--- src/rtl/fir_decimator_buffer_pkg.sv ---
// Shared widths and helpers for the FIR decimator buffer slice.
// Sample width matches the upstream FIR output; drop counter is a saturating byte.
package fir_decimator_buffer_pkg;

  localparam int SAMPLE_W   = 17;
  localparam int DROP_CNT_W = 8;
  localparam logic [DROP_CNT_W-1:0] DROP_CNT_MAX = '1;

  // Elaboration-time ceiling log2, kept for tools with weak $clog2 support.
  function automatic int clog2(input int value);
    int result;
    result = 0;
    while ((1 << result) < value) begin
      result = result + 1;
    end
    return result;
  endfunction

endpackage

--- src/rtl/fir_decimator_buffer_if.sv ---
// Sample-in / decimated-word-out bundle of the FIR decimator buffer.
// master = the buffer itself, slave = the filter/sink environment around it.
interface fir_decimator_buffer_if
  import fir_decimator_buffer_pkg::*;
#(
  parameter int DATA_W     = SAMPLE_W,
  parameter int FIFO_DEPTH = 8
);

  localparam int LEVEL_W = clog2(FIFO_DEPTH) + 1;

  logic [DATA_W-1:0]     data_in;
  logic                  in_valid;
  logic [DATA_W-1:0]     out_data;
  logic                  out_valid;
  logic                  out_ready;
  logic                  overflow;
  logic [DROP_CNT_W-1:0] drop_count;
  logic [LEVEL_W-1:0]    fill_level;

  modport master (
    input  data_in,
    input  in_valid,
    input  out_ready,
    output out_data,
    output out_valid,
    output overflow,
    output drop_count,
    output fill_level
  );

  modport slave (
    output data_in,
    output in_valid,
    output out_ready,
    input  out_data,
    input  out_valid,
    input  overflow,
    input  drop_count,
    input  fill_level
  );

endinterface

--- src/rtl/fir_decimator_buffer_sync_fifo.sv ---
// Single-clock first-word-fall-through FIFO; head visible the edge after a push into empty.
// Push while full is ignored unless a pop happens on the same edge; pop while empty is ignored.
module fir_decimator_buffer_sync_fifo
  import fir_decimator_buffer_pkg::*;
#(
  parameter int DATA_W = SAMPLE_W,
  parameter int DEPTH  = 8
) (
  input  logic                      clock,
  input  logic                      reset,
  input  logic                      push,
  input  logic [DATA_W-1:0]         din,
  input  logic                      pop,
  output logic [DATA_W-1:0]         dout,
  output logic                      full,
  output logic                      empty,
  output logic [clog2(DEPTH):0]     level
);

  localparam int PTR_W   = clog2(DEPTH);
  localparam int LEVEL_W = PTR_W + 1;

  logic [DATA_W-1:0] mem [DEPTH];
  logic [PTR_W-1:0]  rd_ptr;
  logic [PTR_W-1:0]  wr_ptr;
  logic [LEVEL_W-1:0] count;
  logic              do_push;
  logic              do_pop;

  assign empty   = (count == '0);
  assign full    = (count == LEVEL_W'(DEPTH));
  assign do_pop  = pop && !empty;
  assign do_push = push && (!full || do_pop);

  // Power-of-two depth lets the pointers wrap by plain overflow.
  always_ff @(posedge clock or negedge reset) begin
    if (!reset) begin
      rd_ptr <= '0;
      wr_ptr <= '0;
      count  <= '0;
    end else begin
      if (do_push) begin
        wr_ptr <= wr_ptr + 1'b1;
      end
      if (do_pop) begin
        rd_ptr <= rd_ptr + 1'b1;
      end
      case ({do_push, do_pop})
        2'b10:   count <= count + 1'b1;
        2'b01:   count <= count - 1'b1;
        default: count <= count;
      endcase
    end
  end

  always_ff @(posedge clock) begin
    if (do_push) begin
      mem[wr_ptr] <= din;
    end
  end

  // Zero the head while empty so stale storage never leaks onto the bus.
  assign dout  = empty ? '0 : mem[rd_ptr];
  assign level = count;

endmodule

--- src/rtl/fir_decimator_buffer.sv ---
// Integrate-and-dump decimator (average of 2**DECIM_LOG2 samples) feeding an FWFT FIFO.
// Word appears the edge the last sample lands; when full and not draining the word is dropped and counted.
module fir_decimator_buffer
  import fir_decimator_buffer_pkg::*;
#(
  parameter int DATA_W     = SAMPLE_W,
  parameter int DECIM_LOG2 = 2,
  parameter int FIFO_DEPTH = 8
) (
  input  logic                   clock,
  input  logic                   reset,
  fir_decimator_buffer_if.master bus
);

  localparam int ACC_W   = DATA_W + DECIM_LOG2;
  localparam int LEVEL_W = clog2(FIFO_DEPTH) + 1;

  logic [ACC_W-1:0]      acc;
  logic [ACC_W-1:0]      sum;
  logic [DECIM_LOG2-1:0] phase;
  logic                  dump;
  logic [DATA_W-1:0]     avg;

  logic                  fifo_pop;
  logic                  fifo_full;
  logic                  fifo_empty;
  logic [DATA_W-1:0]     fifo_dout;
  logic [LEVEL_W-1:0]    fifo_level;
  logic                  drop;

  logic                  overflow_q;
  logic [DROP_CNT_W-1:0] drop_count_q;

  // Accumulator carries DECIM_LOG2 guard bits, so a full block of max samples fits.
  assign sum  = acc + ACC_W'(bus.data_in);
  assign dump = bus.in_valid && (&phase);
  assign avg  = sum[ACC_W-1:DECIM_LOG2];

  always_ff @(posedge clock or negedge reset) begin
    if (!reset) begin
      acc   <= '0;
      phase <= '0;
    end else if (bus.in_valid) begin
      if (dump) begin
        acc   <= '0;
        phase <= '0;
      end else begin
        acc   <= sum;
        phase <= phase + 1'b1;
      end
    end
  end

  assign fifo_pop = bus.out_ready && !fifo_empty;
  assign drop     = dump && fifo_full && !fifo_pop;

  fir_decimator_buffer_sync_fifo #(
    .DATA_W (DATA_W),
    .DEPTH  (FIFO_DEPTH)
  ) u_fifo (
    .clock (clock),
    .reset (reset),
    .push  (dump),
    .din   (avg),
    .pop   (fifo_pop),
    .dout  (fifo_dout),
    .full  (fifo_full),
    .empty (fifo_empty),
    .level (fifo_level)
  );

  always_ff @(posedge clock or negedge reset) begin
    if (!reset) begin
      overflow_q   <= 1'b0;
      drop_count_q <= '0;
    end else if (drop) begin
      overflow_q <= 1'b1;
      if (drop_count_q != DROP_CNT_MAX) begin
        drop_count_q <= drop_count_q + 1'b1;
      end
    end
  end

  assign bus.out_valid  = !fifo_empty;
  assign bus.out_data   = fifo_dout;
  assign bus.fill_level = fifo_level;
  assign bus.overflow   = overflow_q;
  assign bus.drop_count = drop_count_q;

endmodule

--- src/flat_wrapper.sv ---
// flat-port wrapper written by rule: the top's interface ports become plain ports
module fir_decimator_buffer_flat import fir_decimator_buffer_pkg::*;
#(
  parameter int DATA_W     = SAMPLE_W,
  parameter int DECIM_LOG2 = 2,
  parameter int FIFO_DEPTH = 8
)
  (clock, reset, bus_data_in, bus_in_valid, bus_out_ready, bus_out_data, bus_out_valid, bus_overflow, bus_drop_count, bus_fill_level);
  fir_decimator_buffer_if #(.DATA_W(DATA_W), .FIFO_DEPTH(FIFO_DEPTH)) bus_i ();
  input  logic clock;
  input  logic reset;
  input wire logic [$bits(bus_i.data_in)-1:0] bus_data_in;
  input wire logic [$bits(bus_i.in_valid)-1:0] bus_in_valid;
  input wire logic [$bits(bus_i.out_ready)-1:0] bus_out_ready;
  output wire logic [$bits(bus_i.out_data)-1:0] bus_out_data;
  output wire logic [$bits(bus_i.out_valid)-1:0] bus_out_valid;
  output wire logic [$bits(bus_i.overflow)-1:0] bus_overflow;
  output wire logic [$bits(bus_i.drop_count)-1:0] bus_drop_count;
  output wire logic [$bits(bus_i.fill_level)-1:0] bus_fill_level;
  assign bus_i.data_in = bus_data_in;
  assign bus_i.in_valid = bus_in_valid;
  assign bus_i.out_ready = bus_out_ready;
  assign bus_out_data = bus_i.out_data;
  assign bus_out_valid = bus_i.out_valid;
  assign bus_overflow = bus_i.overflow;
  assign bus_drop_count = bus_i.drop_count;
  assign bus_fill_level = bus_i.fill_level;
  fir_decimator_buffer #(.DATA_W(DATA_W), .DECIM_LOG2(DECIM_LOG2), .FIFO_DEPTH(FIFO_DEPTH)) u_core (.clock(clock), .reset(reset), .bus(bus_i));
endmodule
--- config.mk ---
export PLATFORM = sky130hd
export DESIGN_NAME = fir_decimator_buffer_flat
export DESIGN_NICKNAME = d
export VERILOG_FILES = /design/src/rtl/fir_decimator_buffer_pkg.sv /design/src/rtl/fir_decimator_buffer_if.sv /design/src/rtl/fir_decimator_buffer_sync_fifo.sv /design/src/rtl/fir_decimator_buffer.sv /design/src/flat_wrapper.sv
export SDC_FILE = /design/constraint.sdc
export NUM_CORES = 1
export LEC_CHECK = 0
export CAP_MARGIN = 5
export CORE_MARGIN = 2
export CORE_UTILIZATION = 35
export CTS_CLUSTER_DIAMETER = 200
export DETAILED_ROUTE_END_ITERATION = 8
export DONT_BUFFER_PORTS = 1
export GPL_ROUTABILITY_DRIVEN = 0
export MAX_ROUTING_LAYER = met4
export PLACE_DENSITY = 0.58
export SYNTH_ARGS = -nofsm -noshare
export SYNTH_HDL_FRONTEND = slang
export SYNTH_SLANG_ARGS = --single-unit
--- constraint.sdc ---
create_clock -name clock -period 3.3 [get_ports clock]
set_input_delay 0.495 -clock clock [delete_from_list [all_inputs] [get_ports clock]]
set_output_delay 0.495 -clock clock [all_outputs]
set_load 0.03 [all_outputs]
# [Word level (Yosys, flattened, before mapping)]
# Memory sizes are Yosys's and may differ from the RTL's.
# Index checks and enable logic that the tools add are counted.
[totals] wordCells=39 in_bits=21 regBits=40 mem_bits_rw=136 mem_count=1
[mem_list] memory="u_core.u_fifo.mem" words=8 word_bits=17 rd=1 rd_clocked_by_memory_dff=0 write_ports=1 line="fir_decimator_buffer_sync_fifo.sv:23" text="logic [DATA_W-1:0] mem [DEPTH];"
[op_classes] n_eq_ne=4 add_sub_neg=7 n_reduce_logical=14 mux=6
[op_table] cell="adder 19 x 17 -> 19 bit" count=1
[op_table] cell="two-way mux 19 bit" count=1
[op_table] cell="two-way mux 17 bit" count=1
[op_table] cell="adder 8 x 1 -> 8 bit, second input constant" count=1
[op_table] cell="inequality test 8 bit, second input constant" count=1
[op_table] cell="case mux 4 bit (2 select lines)" count=1
[op_table] cell="adder 3 x 1 -> 3 bit, second input constant" count=2
[op_table] cell="logical AND 1 bit" count=6
[op_table] cell="adder 4 x 1 -> 4 bit, second input constant" count=1
[op_table] cell="equality test 4 bit, second input constant" count=1
[op_table] cell="zero test 4 bit" count=1
[op_table] cell="AND reduction 2 bit" count=2
[op_table] cell="subtractor 4 x 1 -> 4 bit, second input constant" count=1
[op_table] cell="zero test 1 bit" count=3
[op_table] cell="adder 2 x 1 -> 2 bit, second input constant" count=1
[op_table] cell="equality test 2 x 1 -> 1 bit, second input constant" count=1
[op_table] cell="equality test 2 bit, second input constant" count=1
[op_table] cell="two-way mux 1 bit" count=2
[op_table] cell="two-way mux 2 bit" count=1
[op_table] cell="nonzero test 2 bit" count=1
[op_table] cell="logical OR 1 bit" count=1

# [Depth between registers and ports, before layout]
[logic_depth] word_depth=8 ltp_mapped=10 mapped_depth_nobuf=10

# [By module]
# Synthesis repeated with hierarchy kept, for this count alone.
[hier_totals] hier_cells=499 hier_area_um2=7876.3
[modules_own_cells] module="fir_decimator_buffer_sync_fifo" area_per_inst_um2=5860.6 cells_each=296 n_inst=1
[modules_own_cells] module="fir_decimator_buffer" area_per_inst_um2=2015.7 cells_each=203 n_inst=1

# [Worst setup path after synthesis]
# OpenSTA, ideal clock, no wires.
[synth_path] path_type="flip-flop to flip-flop" start="register u_core.u_fifo.count[1] (netlist: u_core.u_fifo.level[1])" end="memory u_core.u_fifo.mem[0][0] (netlist bit) (enable)" t_arrival_ps=2768 path_buffers=0 setup_time_ps=435 period_less_slack_ps=3203 path_stages_with_launch=5 path_slack_ps=97 path_cell_list="dfrtp_1 -> nor3_1 -> nand3b_1 -> nand3_1 -> nor4_1"
[synth_between] elab_chain_cells=8
[synth_lines] item="start: declaration" line="fir_decimator_buffer_sync_fifo.sv:26" text="logic [LEVEL_W-1:0] count;"
[synth_lines] item="start signal: assignment" line="fir_decimator_buffer_sync_fifo.sv:49" text="2'b10: count <= count + 1'b1;"
[synth_lines] item="start signal: assignment" line="fir_decimator_buffer_sync_fifo.sv:50" text="2'b01: count <= count - 1'b1;"
[synth_lines] item="start signal: assignment" line="fir_decimator_buffer_sync_fifo.sv:51" text="default: count <= count;"
[synth_lines] item="zero test 4 bit" line="fir_decimator_buffer_sync_fifo.sv:30" text="assign empty = (count == '0);"
[synth_lines] item="zero test 1 bit" line="fir_decimator_buffer_sync_fifo.sv:32, fir_decimator_buffer.sv:54"
[synth_lines] item="logical AND 1 bit" line="fir_decimator_buffer.sv:54" text="assign fifo_pop = bus.out_ready && !fifo_empty;"
[synth_lines] item="logical AND 1 bit" line="fir_decimator_buffer_sync_fifo.sv:32" text="assign do_pop = pop && !empty;"
[synth_lines] item="logical OR 1 bit *" line="fir_decimator_buffer_sync_fifo.sv:33" text="assign do_push = push && (!full || do_pop);"
[synth_lines] item="logical AND 1 bit *" line="fir_decimator_buffer_sync_fifo.sv:33"
[synth_lines] item="two-way mux 1 bit *" line="fir_decimator_buffer_sync_fifo.sv:57" text="if (do_push) begin"
[synth_lines] item="two-way mux 1 bit (not written as such) *" line="fir_decimator_buffer_sync_fifo.sv:58" text="mem[wr_ptr] <= din;"
[synth_lines] item="end: declaration" line="fir_decimator_buffer_sync_fifo.sv:23"
# Every way passes the cells marked *; elsewhere a longest branch is shown, timed or not.

# [Final worst setup path]
[layout_path] start="register u_core.acc[0]" end="memory u_core.u_fifo.mem[1][10] (netlist bit) (data pin)"
[layout_between] elab_chain_cells=1
[layout_lines] item="start: declaration" line="fir_decimator_buffer.sv:18" text="logic [ACC_W-1:0] acc;"
[layout_lines] item="start signal: assignment" line="fir_decimator_buffer.sv:48" text="acc <= sum;"
[layout_lines] item="adder 19 x 17 -> 19 bit" line="fir_decimator_buffer.sv:35" text="assign sum = acc + ACC_W'(bus.data_in);"
[layout_lines] item="net u_core.sum[12]" line="fir_decimator_buffer.sv:19" text="logic [ACC_W-1:0] sum;"
# The timed path passes the listed nets, and every way through them passes these cells.

==> flow_summary.yaml <==
timing:
  hold_violations: 0
  fmax_mhz: 357.0
  fin_crit_sh_pct: 84.88
  tns_ps: 0
  skew_ps: 14.93
  setup-violations-final: 0
  worst_slew_pin_slew_ps: 897.0
  rsz0062_at_grt: "no"
  min_period_ps: 2801
  slew_violations: 0
  slew_headroom_pct: 39.77
  worst_slack_ps: 498.9
layout:
  multi_input_area_mm2: 0.002567
  regArea_mm2: 0.005086
  design_area_mm2: 0.008823
  layout.cells.non_filler: 799
  n_antenna_cell: 0
  layout_common_cells: "edfxtp_1, dfrtp_1, nor2_1, mux4_2"
  final_common_cell: "edfxtp_1"
  fillCellCount: 1913
  area_delta_synth_final_pct: 14.46
  nets: 553
  drive_gt1_share_pct: 20.81
clock_network:
  cts_root_buf: "clkbuf_16"
  postCtsSetupRepairBufs: 0
  clockBufferDepth: 2
  cts_tree: "done"
  cts_max_level: 4
  path_clk_slew_ps: 60
  cts_made_buffers: 17
  clkLatencyLatePin_ps: 420
  clock_sinks: 176
critical_path:
  cp-end-kind: "register"
  r2r-end: "u_core.u_fifo.mem[1][10]"
  cp-endpoint: "u_core.u_fifo.mem[1][10]"
  arrival_ps: 2940
  start_kind: "register"
  reg2reg_depth: 8
  critPathMaxFanout: 9
  cp.required_ps: 3440
  path_class: "reg -> reg"
  crit_path_start: "u_core.acc[0]"
  rrSetupSlack_ps: 500
  regToRegStartpoint: "u_core.acc[0]"
flow_run:
  maxCapViolCount: 0
global_route:
  grt_use_total_pct: 14.80
  grt_max_degree: 41
  grt_pass1_vias: 4340
  antenna_found_initial: 0
  grt.overflow.total: 0
  grt_pass1_wl_mm: 25.21
placed_design:
  post-place-ws_ps: 378.4
  place_area_mm2: 0.008245
  numPortBuffers: 0
  hpwl_mm: 10.55
  dpl.cell_count: 765
status:
  status: "completed"
logic_synthesis:
  async_flop_share_pct: 22.73
  syn_area_mm2: 0.007709
  synth_edf_count: 136
  postSynthAreaPerCell_um2: 16.30
  synth_cell_types: 47
  synth-main-ff-cell: "edfxtp_1"
  syn_nets: 520
  ys_ff_latch: 176
  ys_warn_count: 0
  netlist_instances: 473
  ys_seq_area_share_pct: 65.96
die:
  die_area_mm2: 0.02323
  fp-row-count: 54
  die-height_um: 152.4
  core_mm2: 0.02169
  start_util_pct: 35.54
  ios: 52
  die-width_um: 152.4
pwr:
  p_leak_nw: 3.249
  finalPower_mw: 9.035
  power_density_mw_per_mm2: 1024
  peakVddDrop_mv: 0.4187
routing:
  drt-initial-drc-count: 315
  routedWlPerCell_um: 20.05
  wl_mm: 16.02
  drc: 0
  via_count: 4149
  first_pass_iters: 4
  antenna_left: 0
  viasPerCell: 5.193
min_path:
  holdCritPathClass: "in -> reg"
  hp-start: "bus_in_valid"
==> worst max-delay path, cell delays in order (launching register included) <==
cell and delay [ps]:
dfrtp_1 390, ha_1 210, fa_1 430, a211o_1 310
a211oi_2 300, nor2_1 130, a211o_1 290, a21oi_2 150
xnor2_1 310
==> state kept, by name (all words and copies together), names as in the netlist <==
| signal | flops |
|---|---|
| u_core.acc | 19 |
| u_core.u_fifo.wr_ptr | 3 |
| u_core.phase | 2 |
| u_core.u_fifo.level | 4 |
| u_core.bus.drop_count | 8 |
| u_core.bus.overflow | 1 |
| u_core.u_fifo.rd_ptr | 3 |
| u_core.u_fifo.mem | 136 |
==> cell usage after synthesis, types with 2 or more instances <==
cell      number  area share (%)
xor2_1        11             1.2
a21oi_1       15            0.97
nand2_1       25             1.2
o21a_1         2            0.19
o21ai_0        9            0.58
a22o_1        14             1.6
a21oi_2        3            0.34
buf_2          4            0.26
dfrtp_1       40              13
ha_1          24             3.9
nand4_1        3            0.24
edfxtp_1     136              53
a21o_1         8            0.78
a211o_1        2            0.23
inv_1          9            0.44
or2_2          2            0.16
mux2_2         3            0.44
mux4_2        34             9.9
and3_1         6            0.49
clkbuf_1       9            0.44
o211ai_1       3            0.29
xnor2_1       20             2.3
nor2b_1        4            0.32
o21bai_1       2            0.19
mux2i_1       19             2.5
nand3_1        4            0.26
fa_1           2            0.52
nor3_1         7            0.45
nand2b_1       2            0.16
nor2_1        34             1.7
==> per-layer routing <==
metal,up-vias,global-route usage (%),wire (um)
li1,1904,-,-
met1,2150,19.27,7207
met2,90,23.23,7912
met3,5,3.754,837
met4,0,4.050,65
met5,-,-,0
==> metrics by stage <==
step,util (%),hold slack [ps]
finish,40.68,160.4
CTS,40.68,147.4
floorplan,-,199.4
global placement,38.02,200.6
global route,40.68,149.5
detailed placement,38.02,200.5
==> cell type report <==
type	count	share of cell area, %
Tap cell	280	3.971
Inverter	9	0.3829
Clock inverter	13	1.305
Sequential cell	176	57.64
Multi-Input combinational cell	274	29.10
Timing Repair Buffer	28	2.694
Clock buffer	19	4.906
==> report_power, final <==
| part | internal, mW | total (mW) | switching, mW |
|---|---|---|---|
| clock network | 1.04 | 1.86 | 0.824 |
| registers | 3.26 | 3.53 | 0.270 |
| logic | 1.33 | 3.64 | 2.31 |
| total | 5.63 | 9.04 | 3.41 |
==> kinds of logic after synthesis <==
logic type | count (synthesis) | synth area share [%]
DFF | 176 | 65.96
and+or+nand+nor | 93 | 5.616
AOI/OAI and AO/OA | 68 | 6.460
muxes | 56 | 12.84
xor gates and xnor gates | 31 | 3.522
adders and majority gates | 26 | 4.415
buffers and inverters | 23 | 1.185
==> worst min path at each step <==
stage                       to  cells after the start
5_1_grt        u_core.phase[0]                      1
3_5_place_dp    u_core.acc[15]                      0
2_1_floorplan    u_core.acc[0]                      0
3_3_place_gp    u_core.acc[15]                      0
6_report       u_core.phase[0]                      1
4_1_cts        u_core.phase[0]                      1
==> what timing repair did <==
action,4_1_cts,5_1_grt
resized for setup,0,0
setup endpoints to repair,0,0
hold endpoints to repair,40,0
hold buffers,2,0
Power figures use the tool's default switching activity.
